## config.mk

```make
export PLATFORM = sky130hd
export DESIGN_NAME = bus_arbiter
export DESIGN_NICKNAME = d
export VERILOG_FILES = /design/src/rtl/bus_arbiter.sv
export SDC_FILE = /design/constraint.sdc
export NUM_CORES = 1
export LEC_CHECK = 0
export ABC_AREA = 1
export BUFFER_PORTS_ARGS = -buffer_cell sky130_fd_sc_hd__buf_2
export CAP_MARGIN = 20
export CORE_AREA = 2 2 170 172
export DETAILED_ROUTE_END_ITERATION = 8
export DIE_AREA = 0 0 172 174
export GPL_TIMING_DRIVEN = 0
export SYNTH_ARGS = -nofsm -noshare
export SYNTH_HDL_FRONTEND = slang
export SYNTH_SLANG_ARGS = --single-unit
```

## constraint.sdc

```tcl
create_clock -name clk -period 2.6 [get_ports clk]
set_input_delay 0.52 -clock clk [delete_from_list [all_inputs] [get_ports clk]]
set_output_delay 0.52 -clock clk [all_outputs]
set_load 0.01 [all_outputs]
```

## src/rtl/bus_arbiter.sv

```systemverilog
// rtl/bus_arbiter.sv - two-master round-robin arbiter with bounded hold in front of BUS
module bus_arbiter #(
  parameter int MAX_HOLD = 16
) (
  input  logic        clk,
  input  logic        reset_n,
  input  logic        m0_req,
  input  logic        m1_req,
  input  logic        m0_wr,
  input  logic        m1_wr,
  input  logic [15:0] m0_addr,
  input  logic [15:0] m1_addr,
  input  logic [63:0] m0_dout,
  input  logic [63:0] m1_dout,
  output logic        m0_grant,
  output logic        m1_grant,
  output logic [63:0] m0_din,
  output logic [63:0] m1_din,
  output logic        bus_req,
  output logic        bus_wr,
  output logic [15:0] bus_addr,
  output logic [63:0] bus_dout,
  input  logic        bus_grant,
  input  logic [63:0] bus_din
);

  localparam int HW = (MAX_HOLD > 2) ? $clog2(MAX_HOLD) : 1;
  localparam logic [HW-1:0] HOLD_LAST = HW'(MAX_HOLD - 1);

  typedef enum logic [1:0] {IDLE, GNT0, GNT1} state_e;

  localparam logic [1:0] OWN_NONE = 2'd0;
  localparam logic [1:0] OWN_M0   = 2'd1;
  localparam logic [1:0] OWN_M1   = 2'd2;

  state_e          state_q, state_d;
  logic            last_q, last_d;
  logic [HW-1:0]   hold_cnt_q, hold_cnt_d;
  logic [1:0]      din_owner_q, din_owner_d;
  logic            other_req;

  always_comb begin
    state_d = state_q;
    unique case (state_q)
      IDLE: begin
        if (m0_req && m1_req) state_d = last_q ? GNT0 : GNT1;
        else if (m0_req)      state_d = GNT0;
        else if (m1_req)      state_d = GNT1;
      end
      GNT0: begin
        if (!m0_req)                                 state_d = m1_req ? GNT1 : IDLE;
        else if (m1_req && hold_cnt_q == HOLD_LAST)  state_d = GNT1;
      end
      GNT1: begin
        if (!m1_req)                                 state_d = m0_req ? GNT0 : IDLE;
        else if (m0_req && hold_cnt_q == HOLD_LAST)  state_d = GNT0;
      end
      default: state_d = IDLE;
    endcase
  end

  // hold_cnt only advances while the non-owner is waiting, so a lone master never times out
  always_comb begin
    other_req = (state_q == GNT0) ? m1_req : (state_q == GNT1) ? m0_req : 1'b0;

    last_d = last_q;
    if (state_d != state_q && state_d == GNT0) last_d = 1'b0;
    if (state_d != state_q && state_d == GNT1) last_d = 1'b1;

    hold_cnt_d = hold_cnt_q;
    if (state_d != state_q)                       hold_cnt_d = '0;
    else if (other_req && hold_cnt_q != HOLD_LAST) hold_cnt_d = hold_cnt_q + HW'(1);

    din_owner_d = m0_grant ? OWN_M0 : (m1_grant ? OWN_M1 : OWN_NONE);
  end

  always_ff @(posedge clk or posedge reset_n) begin
    if (reset_n) begin
      state_q     <= IDLE;
      last_q      <= 1'b1;
      hold_cnt_q  <= '0;
      din_owner_q <= OWN_NONE;
    end else begin
      state_q     <= state_d;
      last_q      <= last_d;
      hold_cnt_q  <= hold_cnt_d;
      din_owner_q <= din_owner_d;
    end
  end

  assign m0_grant = (state_q == GNT0) && bus_grant;
  assign m1_grant = (state_q == GNT1) && bus_grant;
  assign bus_req  = (state_q != IDLE);

  assign bus_wr   = (state_q == GNT0) ? m0_wr   : (state_q == GNT1) ? m1_wr   : 1'b0;
  assign bus_addr = (state_q == GNT0) ? m0_addr : (state_q == GNT1) ? m1_addr : 16'h0;
  assign bus_dout = (state_q == GNT0) ? m0_dout : (state_q == GNT1) ? m1_dout : 64'h0;

  // read data follows the registered owner, matching BUS's one-cycle select delay
  assign m0_din = (din_owner_q == OWN_M0) ? bus_din : 64'h0;
  assign m1_din = (din_owner_q == OWN_M1) ? bus_din : 64'h0;

endmodule

```

Yosys cells after proc, flatten, opt, wreduce, memory -nomap -nowiden. Index checks and enable logic that the tools add are counted.

$add $sub $neg: 1. Eq/ne operators: 9. Multiplexer cells: 27. Reduce and logical (&&, ||, !) cells: 12.

Operator list (number): 2-to-1 mux 64 bit (4); 2-to-1 mux 16 bit (2); 2-to-1 mux 2 bit (11); logical AND 1 bit (8); 2-to-1 mux 4 bit (2); 2-to-1 mux 1 bit (7); == test 2 x 1 -> 1 bit (second input constant) (3); == test 2 bit (second input constant) (3); one-hot mux 2 bit (3 select lines) (1); nonzero test 2 bit (3); adder 4 x 1 -> 4 bit (second input constant) (1); == test 4 bit (second input constant) (1); != test 4 bit (second input constant) (1); zero test 2 bit (1); != test 2 bit (1).

Register bits after elaboration: 9. Input bits: 231. Output and inout port bits: 212. Word-level logic and storage cells: 53.

Depth between registers and ports, before layout. Gate-level depths: netlist (run 1).

Depth after elaboration: 9. Depth in mapped cells: 8. Gate-level depth less buffers: 8.

Worst setup path before layout (run 1). Ideal clock, no wire load.

Path type: reg2out. Start: reg din_owner_q[0]. End: out m1_din[10]. Arrival: 1149 ps. Data required time: 2080 ps. Setup slack: 931 ps. Cell stages (with the launch flop): 5. Buffers on the path: 2. Cells stage by stage: dfrtp_1 -> or2_2 -> clkbuf_1 -> buf_2 -> nor2_1.

Word-level cells in the longest chain between the ends: 2.

RTL lines: from (decl) (RTL line 39) `logic [1:0] din_owner_q, din_owner_d;`; from (signal assigned) (RTL line 87) `din_owner_q <= din_owner_d;`; == test 2 bit (RTL line 101) `assign m1_din = (din_owner_q == OWN_M1) ? bus_din : 64'h0;`; 2-to-1 mux 64 bit (RTL line 101); to (decl) (RTL line 18) `output logic [63:0] m1_din,`.

Every way passes these cells.

Worst setup path in the final report (run 1).
Start: reg din_owner_q[0]. End: out m1_din[19].

The elaborated chain is that of the path after synthesis.

==> results of run 1 <==
[per-stage QoR]
step | hold WS (ns) | setup WS, ns | cells
5_1_grt | 0.2962 | 0.1856 | 1400
6_report | 0.2416 | 0.2858 | 1401
4_1_cts | 0.2584 | 0.2642 | 1395
2_1_floorplan | 0.3472 | 0.9310 | 565
3_5_place_dp | 0.4823 | 0.5207 | 1391
3_3_place_gp | 0.4776 | 0.5038 | 1391
[final cells by class]
| cell class | instances | area, µm² | area share, % |
|---|---|---|---|
| inverters | 78 | 292.8 | 5.407 |
| diodes | 6 | 15.01 | 0.2773 |
| flip-flops and latches | 9 | 226.5 | 4.182 |
| clock buffers | 4 | 78.83 | 1.456 |
| well taps | 384 | 480.5 | 8.872 |
| plain buffers | 49 | 236.5 | 4.367 |
| multi-input cells | 429 | 1873 | 34.59 |
| repair buffers | 442 | 2212 | 40.85 |
[where the power goes]
group	total, µW	internal (µW)	switching (µW)
combinational	3660	1260	2400
clock	272	205	67.1
sequential	222	185	36.3
total	4160	1650	2510
[cells by family (layout without fill, tap and decap cells)]
kind of cell    count (synthesis)  after routing  share of synthesized area [%]
xor+xnor                        1              1                         0.3332
flops                           9              9                          8.615
simple gates                  422            422                          69.11
fa+ha+maj                       1              1                         0.4759
buf+inv                       127            573                          20.13
other cells                     0              6                              0
compound gates                  5              5                          1.333
[registers in the layout (all words and copies together) (netlist names)]
register / count
din_owner_q: 2
state_q: 2
hold_cnt_q: 4
last_q: 1
[layer usage]
| layer | up-vias | wire [µm] |
|---|---|---|
| met5 | - | 0 |
| met4 | 0 | 807 |
| met3 | 35 | 1717 |
| met2 | 373 | 10540 |
| met1 | 2448 | 8819 |
| li1 | 2664 | - |
[critical path, cell delays in order, from the launching register on]
cell and delay, ns:
dfrtp_1 0.37, or2_2 0.28, clkbuf_1 0.28, buf_2 0.27
nor2_1 0.18, buf_2 0.18
[Yosys cell counts]
cell      count  area, µm²
inv_1        76      285.3
o21ai_2       1      8.760
inv_2         2      7.510
buf_2        42      210.2
o21ai_0       1      5.000
o211ai_1      1      7.510
clkbuf_1      7      26.28
a21oi_2       1      8.760
nand2_4       1      11.26
ha_1          1      12.51
or2_2         1      6.260
nor2_1      143      536.8
dfrtp_1       8      200.2
xor2_1        1      8.760
a21oi_1       1      5.000
nand2_1     104      390.4
nand4_1       5      31.28
dfstp_2       1      26.28
nand3_1     168      840.8
[worst max path at each step]
stage / end / start
finish: m1_din[19] / din_owner_q[0]
detailed placement: m1_din[20] / din_owner_q[0]
global placement: m1_din[19] / din_owner_q[0]
floorplan: m1_din[10] / din_owner_q[0]
CTS: m1_din[20] / din_owner_q[0]
global route: m1_din[20] / din_owner_q[0]
==> flow_summary.toml, run 1 <==
[power]
power.density_nw_per_um2 = 767.6
max-vdd-ir-drop_mv = 0.3339
cellLeakagePower_uw = 0.003804
power.total_uw = 4157

[cts]
ctsLongestPathBuffers = 2
cts_sinks = 9
numCtsBuffers = 3
postCtsSetupBuffers = 0
worst_skew_pair.late_latency_ns = 0.24
h-tree-depth = 1
cts_resized = 0
path_clk_slew_ns = 0.04
ctsHoldBuffers = 0
clock-root-buffer = "clkbuf_16"
cts_tree = "yes"

[setup_path]
r2r_path_end = "hold_cnt_q[2]"
cp.required_ns = 2.08
r2r_slack_ns = 1.07
crit_path_max_fanout = 10
ff2ff_path_depth = 8
r2r_start = "hold_cnt_q[0]"
category_of_the_worst_setup_path_capture_point = "output port"
critPathArrivalTime_ns = 1.79
startpoint_type = "register"
critical_path_class = "register to output port"

[timing]
max_slew_margin_pct = 58.78
hold_violations_final = 0
grt_setup_unrepaired = "false"
setup-tns-final_ns = 0
worst_pin_slew_ns = 0.6183
final.setup_skew_ns = 0.002941
slew_viol_final = 0
achievable-frequency_ghz = 0.4321
final-setup-viol-count = 0
finalCritPeriodShare_pct = 89.01
post-route-min-period_ns = 2.314

[floorplanning]
floorplan.die.height_um = 174
floorplan.die.width_um = 172
num_io_pins = 443
fp.dieArea_um2 = 29930
initial_core_util_pct = 9.310
coreArea_um2 = 28240
placementRows = 62

[place]
dpl-instance-area_um2 = 5321
post-dp-hpwl_um = 19270
io_buffers = 442
place.gp.congestion = 0.8959

[job]
cap_violations = 0

[synth]
post_synth.cell_area_avg_um2 = 4.653
synth_nets = 797
seq_area_frac_synth_pct = 8.615
ys_warn_count = 0
post_synth_instance_area_um2 = 2629
synthDistinctLibCells = 19
post_synth_inst_count = 565
yosys_register_bits = 9

[cells_and_area]
layout.nets = 1244
final_cell_area_um2 = 5415
final_core_utilization_pct = 19.18
layout.cells.most_common_list = "buf_2 (484), nand3_1 (168), nor2_1 (143), nand2_1 (104), inv_1 (76)"
n_fill_cell = 3350
share_of_layout_cells_above_drive_strength_1_pct = 48.86
layout.cells.most_common = "buf_2"
layout-area-overhead-vs-synth_pct = 106.0

[global_route]
maximum_number_of_pins_on_one_net_before_global_route_repair = 11
wire_length_of_the_first_global_routing_pass_um = 29470
grt_antenna_before_repair = 6
grt_use_met1_pct = 15.18
fraction_of_met2_tracks_used_by_global_routing_pct = 24.25
grtUsageMet3_pct = 1.639
gr-total-overflow = 0
grt-busiest-layer = "met2"
grt.total_usage_pct = 13.11
grt_pass1_vias = 5127

[detailed_routing]
avgViaCountPerCell = 3.940
initialDrtViolationCount = 331
drc = 0
dr.pass1.iters = 4
wirelength_um = 21890
wire_per_inst_um = 15.62
via_count = 5520
number_of_nets_with_antenna_violations_after_routing = 0

[status]
status = "complete, no violations"

[hold_path]
min-delay-path-class = "input port to asynchronous set/reset pin"
(Power assumes the default switching activity.)
==> run 2: changes to the inputs <==
--- a/config.mk
+++ b/config.mk
@@ -8,10 +8,13 @@
 export ABC_AREA = 1
 export BUFFER_PORTS_ARGS = -buffer_cell sky130_fd_sc_hd__buf_2
 export CAP_MARGIN = 20
+export CELL_PAD_IN_SITES_DETAIL_PLACEMENT = 0
+export CELL_PAD_IN_SITES_GLOBAL_PLACEMENT = 2
 export CORE_AREA = 2 2 170 172
 export DETAILED_ROUTE_END_ITERATION = 8
 export DIE_AREA = 0 0 172 174
 export GPL_TIMING_DRIVEN = 0
+export PLACE_DENSITY_LB_ADDON = 0.1
 export SYNTH_ARGS = -nofsm -noshare
 export SYNTH_HDL_FRONTEND = slang
 export SYNTH_SLANG_ARGS = --single-unit
==> run 2 against run 1 <==
Effect of this change: clock skew decreased by 0.0021 ns; combinational power shrank 2%; design area decreased by 0.18%; critical path type unchanged; largest cell class unchanged; highest routed layer is now met5.
==> flow_summary.toml, run 2 (same netlist as run 1, synthesis figures left out) <==
[global_route]
gr-total-overflow = 0
grt.total_usage_pct = 12.71
maximum_number_of_pins_on_one_net_before_global_route_repair = 11
grt_antenna_before_repair = 3
grt_pass1_vias = 5098
wire_length_of_the_first_global_routing_pass_um = 29170

[power]
power.density_nw_per_um2 = 757.2
cellLeakagePower_uw = 0.003804
max-vdd-ir-drop_mv = 0.4212

[cells_and_area]
layout.nets = 1244
final_core_utilization_pct = 19.14
layout.cells.most_common = "buf_2"
share_of_layout_cells_above_drive_strength_1_pct = 48.86
layout-area-overhead-vs-synth_pct = 105.6
stdcell_count = 1397
largest_register_ffs = 4
layout.cells.most_common_list = "buf_2 (484), nand3_1 (168), nor2_1 (143), nand2_1 (104), inv_1 (76)"
max_flop_register = "hold_cnt_q"
reg.largest.list = "hold_cnt_q x4, din_owner_q x2, state_q x2"
n_fill_cell = 3472

[setup_path]
critPathArrivalTime_ns = 1.77
worstSetupStartpoint = "din_owner_q[1]"
r2r_start = "hold_cnt_q[0]"
crit_path_max_fanout = 10
r2r_slack_ns = 1.04
critical_path_class = "register to output port"
ff2ff_path_depth = 8
r2r_path_end = "hold_cnt_q[0]"
cp.required_ns = 2.08
category_of_the_worst_setup_path_capture_point = "output port"
critPathCapture = "m1_din[22]"
startpoint_type = "register"

[timing]
hold_violations_final = 0
final-setup-viol-count = 0
worst_pin_slew_ns = 0.6002
slew_viol_final = 0
holdWs_ns = 0.2726
grt_setup_unrepaired = "false"
setup-tns-final_ns = 0
final.setup_skew_ns = 0.0008515
achievable-frequency_ghz = 0.4363
max_slew_margin_pct = 59.99
post-route-min-period_ns = 2.292
finalCritPeriodShare_pct = 88.16

[cts]
h-tree-depth = 1
clock-root-buffer = "clkbuf_16"
numCtsBuffers = 3
worst_skew_pair.late_latency_ns = 0.24
ctsHoldBuffers = 0
ctsLongestPathBuffers = 2
cts_sinks = 9
path_clk_slew_ns = 0.04
cts_resized = 0
cts_tree = "yes"
postCtsSetupBuffers = 0

[detailed_routing]
via_count = 5217
avgViaCountPerCell = 3.734
dr.pass1.iters = 4
drc = 0
initialDrtViolationCount = 174
wire_per_inst_um = 14.87
number_of_nets_with_antenna_violations_after_routing = 0
wirelength_um = 20770

[floorplanning]
fp.dieArea_um2 = 29930
floorplan.die.width_um = 172
placementRows = 62
floorplan.die.height_um = 174
coreArea_um2 = 28240
num_io_pins = 443
initial_core_util_pct = 9.310

[job]
cap_violations = 0

[place]
io_buffers = 442
place_inst = 1391
post-dp-hpwl_um = 17810
place.gp.congestion = 0.7343

[hold_path]
min-delay-path-class = "input port to asynchronous set/reset pin"

[status]
status = "complete, no violations"
## run 2: cell types whose count changed in the layout (fill, tap and decap cells not counted)
cell     delta
diode_2     -4
## run 2: layer usage
| layer | global-route usage (%) | wire length, µm | up-vias |
|---|---|---|---|
| li1 | - | - | 2656 |
| met1 | 11.34 | 6812 | 2286 |
| met2 | 27.38 | 11630 | 269 |
| met3 | 4.258 | 2255 | 4 |
| met4 | 1.155 | 60 | 2 |
| met5 | 0 | 13 | - |
## run 2: report_power, final
part / internal, µW / switching (µW) / leakage [µW] / total [µW]
Sequential: 185 / 35.5 / 0.000118 / 221
Clock: 206 / 73.2 / 0.0000382 / 279
Combinational: 1260 / 2330 / 0.00365 / 3590
Total: 1650 / 2440 / 0.00380 / 4090
## run 2: final cells by class
| class | instances | area, µm² | area share [%] |
|---|---|---|---|
| repair buffers | 442 | 2212 | 40.93 |
| multi-input cells | 429 | 1873 | 34.65 |
| well taps | 384 | 480.5 | 8.889 |
| inverters | 78 | 292.8 | 5.417 |
| plain buffers | 49 | 236.5 | 4.375 |
| flip-flops and latches | 9 | 226.5 | 4.190 |
| clock buffers | 4 | 78.83 | 1.458 |
| diodes | 2 | 5.005 | 0.09259 |
## run 2: how the worst min path moves through the flow
stage,from,slack [ns],to
6_report,reset_n,0.27,din_owner_q[1]
5_1_grt,reset_n,0.30,hold_cnt_q[3]
4_1_cts,reset_n,0.30,hold_cnt_q[3]
3_5_place_dp,last_q,0.49,last_q
3_3_place_gp,last_q,0.48,last_q
2_1_floorplan,reset_n,0.35,din_owner_q[0]
## run 2: stage by stage
stage	total power [µW]	setup slack, ns	instance area, µm²
5_1_grt	4546	0.1468	5405
2_1_floorplan	2268	0.9310	2629
3_5_place_dp	3905	0.4853	5321
6_report	4093	0.3079	5405
3_3_place_gp	4025	0.4850	5321
4_1_cts	4199	0.2300	5400
## run 2: critical path: stages (launching register included)
cell,delay (ns)
dfrtp_1,0.35
inv_1,0.06
or2_2,0.10
clkbuf_1,0.40
buf_2,0.38
nor2_1,0.09
buf_2,0.15
==> run 3: changes to the inputs <==
==> constraint.sdc (replaced) <==
create_clock -name clk -period 2.3 [get_ports clk]
set_input_delay 0.46 -clock clk [delete_from_list [all_inputs] [get_ports clk]]
set_output_delay 0.46 -clock clk [all_outputs]
set_load 0.01 [all_outputs]
==> run 3 against run 2 <==
Effect of this change: global-route usage about the same; worst setup slack worse by 0.16 ns; clock skew is essentially flat; combinational power grew 13%; via count hardly changed; sequential share of layout area stayed put; core utilization stayed put; flip-flop and latch count did not move; power rose by 13%; design area is the same.
==> flow_summary.toml, run 3 (same netlist as run 1, synthesis figures left out) <==
[setup_path]
critical_path_class = "register to output port"
critPathArrivalTime_ns = 1.69
startpoint_type = "register"
cp.required_ns = 1.84
crit_path_max_fanout = 10
category_of_the_worst_setup_path_capture_point = "output port"

[cells_and_area]
layout.nets = 1243
max_flop_register = "hold_cnt_q"
largest_register_ffs = 4
layout.cells.most_common = "buf_2"
layout-area-overhead-vs-synth_pct = 105.6
share_of_layout_cells_above_drive_strength_1_pct = 49.01
layout.cells.most_common_list = "buf_2 (483), nand3_1 (168), nor2_1 (143), nand2_1 (104), inv_1 (76)"
stdcell_count = 1396
reg.largest.list = "hold_cnt_q x4, din_owner_q x2, state_q x2"

[detailed_routing]
wirelength_um = 20780
avgViaCountPerCell = 3.739
drc = 0
number_of_nets_with_antenna_violations_after_routing = 0
initialDrtViolationCount = 177
via_count = 5219
dr.pass1.iters = 4
wire_per_inst_um = 14.89

[timing]
post-route-min-period_ns = 2.150
grt_setup_unrepaired = "false"
setup-tns-final_ns = 0
slew_viol_final = 0
finalCritPeriodShare_pct = 93.47
final.setup.worst_slack_ns = 0.1503
worst_pin_slew_ns = 0.4713
final.setup_skew_ns = 0.0007306
max_slew_margin_pct = 68.58
achievable-frequency_ghz = 0.4652
final-setup-viol-count = 0
hold_violations_final = 0

[global_route]
gr-total-overflow = 0
grt.total_usage_pct = 12.71
grt_antenna_before_repair = 3
grt_pass1_vias = 5094
wire_length_of_the_first_global_routing_pass_um = 29160
maximum_number_of_pins_on_one_net_before_global_route_repair = 11

[cts]
ctsLongestPathBuffers = 2
clock-root-buffer = "clkbuf_16"
path_clk_slew_ns = 0.04
numCtsBuffers = 3
ctsHoldBuffers = 0
cts_tree = "yes"
h-tree-depth = 1
postCtsSetupBuffers = 0
worst_skew_pair.late_latency_ns = 0.24
cts_sinks = 9

[power]
max-vdd-ir-drop_mv = 0.4737
cellLeakagePower_uw = 0.003806
power.total_uw = 4631
power.density_nw_per_um2 = 856.8

[floorplanning]
placementRows = 62
num_io_pins = 443
floorplan.die.height_um = 174
fp.dieArea_um2 = 29930
initial_core_util_pct = 9.310
floorplan.die.width_um = 172
coreArea_um2 = 28240

[job]
cap_violations = 0

[hold_path]
min-delay-path-class = "input port to asynchronous set/reset pin"

[place]
place.gp.congestion = 0.7343
place_inst = 1391
dp_worst_setup_slack_ns = 0.2453
io_buffers = 442
post-dp-hpwl_um = 17810

[status]
status = "complete, no violations"
[run 3: cell types whose count changed in the layout (fill, tap and decap cells not counted), sizes merged]
cell | before | now
buf | 484 | 483
[run 3: routing by layer]
layer / up-vias / wire (µm) / global-route usage (%) / part of all wire (%)
li1: 2654 / - / - / -
met1: 2290 / 6774 / 11.34 / 33
met2: 269 / 11670 / 27.36 / 56
met3: 4 / 2266 / 4.258 / 11
met4: 2 / 60 / 1.155 / 0.29
met5: - / 13 / 0 / 0.063
[run 3: path summary, 6_finish.rpt]
| path | depth (start not counted) | slack (ns) | startpoint | endpoint |
|---|---|---|---|---|
| setup / recovery | 6 | 0.15 | state_q[1] | bus_dout[60] |
| hold / removal | 2 | 0.21 | reset_n | din_owner_q[1] |
| setup reg to reg | 8 | 0.74 | hold_cnt_q[0] | hold_cnt_q[0] |
| hold reg to reg | 2 | 0.49 | last_q | last_q |
| max in group asynchronous | 2 | 1.76 | reset_n | last_q |
| min in group clk | 3 | 0.49 | bus_grant | din_owner_q[1] |
[run 3: stage by stage]
step	hold slack [ns]	utilization [%]	area, µm²
floorplan	0.2872	-	2629
global placement	0.4844	18.85	5321
detailed placement	0.4827	18.85	5321
CTS	0.2370	19.11	5396
global route	0.2396	19.14	5405
finish	0.2122	19.14	5405
[run 3: final cells by class]
type	count	area, µm²
fill	3471	22830
timing repair buffer	442	2212
multi-input combinational	429	1873
tap	384	480.5
inverter	78	292.8
buffer	48	236.5
sequential	9	226.5
clock buffer	4	78.83
antenna	2	5.005
[run 3: worst max-delay path, cell delays in order (launching register included)]
cell and delay (ns):
dfrtp_1 0.41, inv_2 0.12, buf_2 0.28, buf_2 0.27, nand3_1 0.11, nand2_1 0.11, buf_2 0.14
[run 3: repair_timing]
item,4_1_cts,5_1_grt
resized for setup,0,3
pin swaps,0,0
setup endpoints to repair,1,8
[run 3: power by group]
group          switching (µW)  internal [µW]  total (µW)  leakage, µW
Clock                    82.6            232         315    0.0000382
Combinational            2640           1430        4070      0.00365
Sequential               40.1            209         250     0.000118
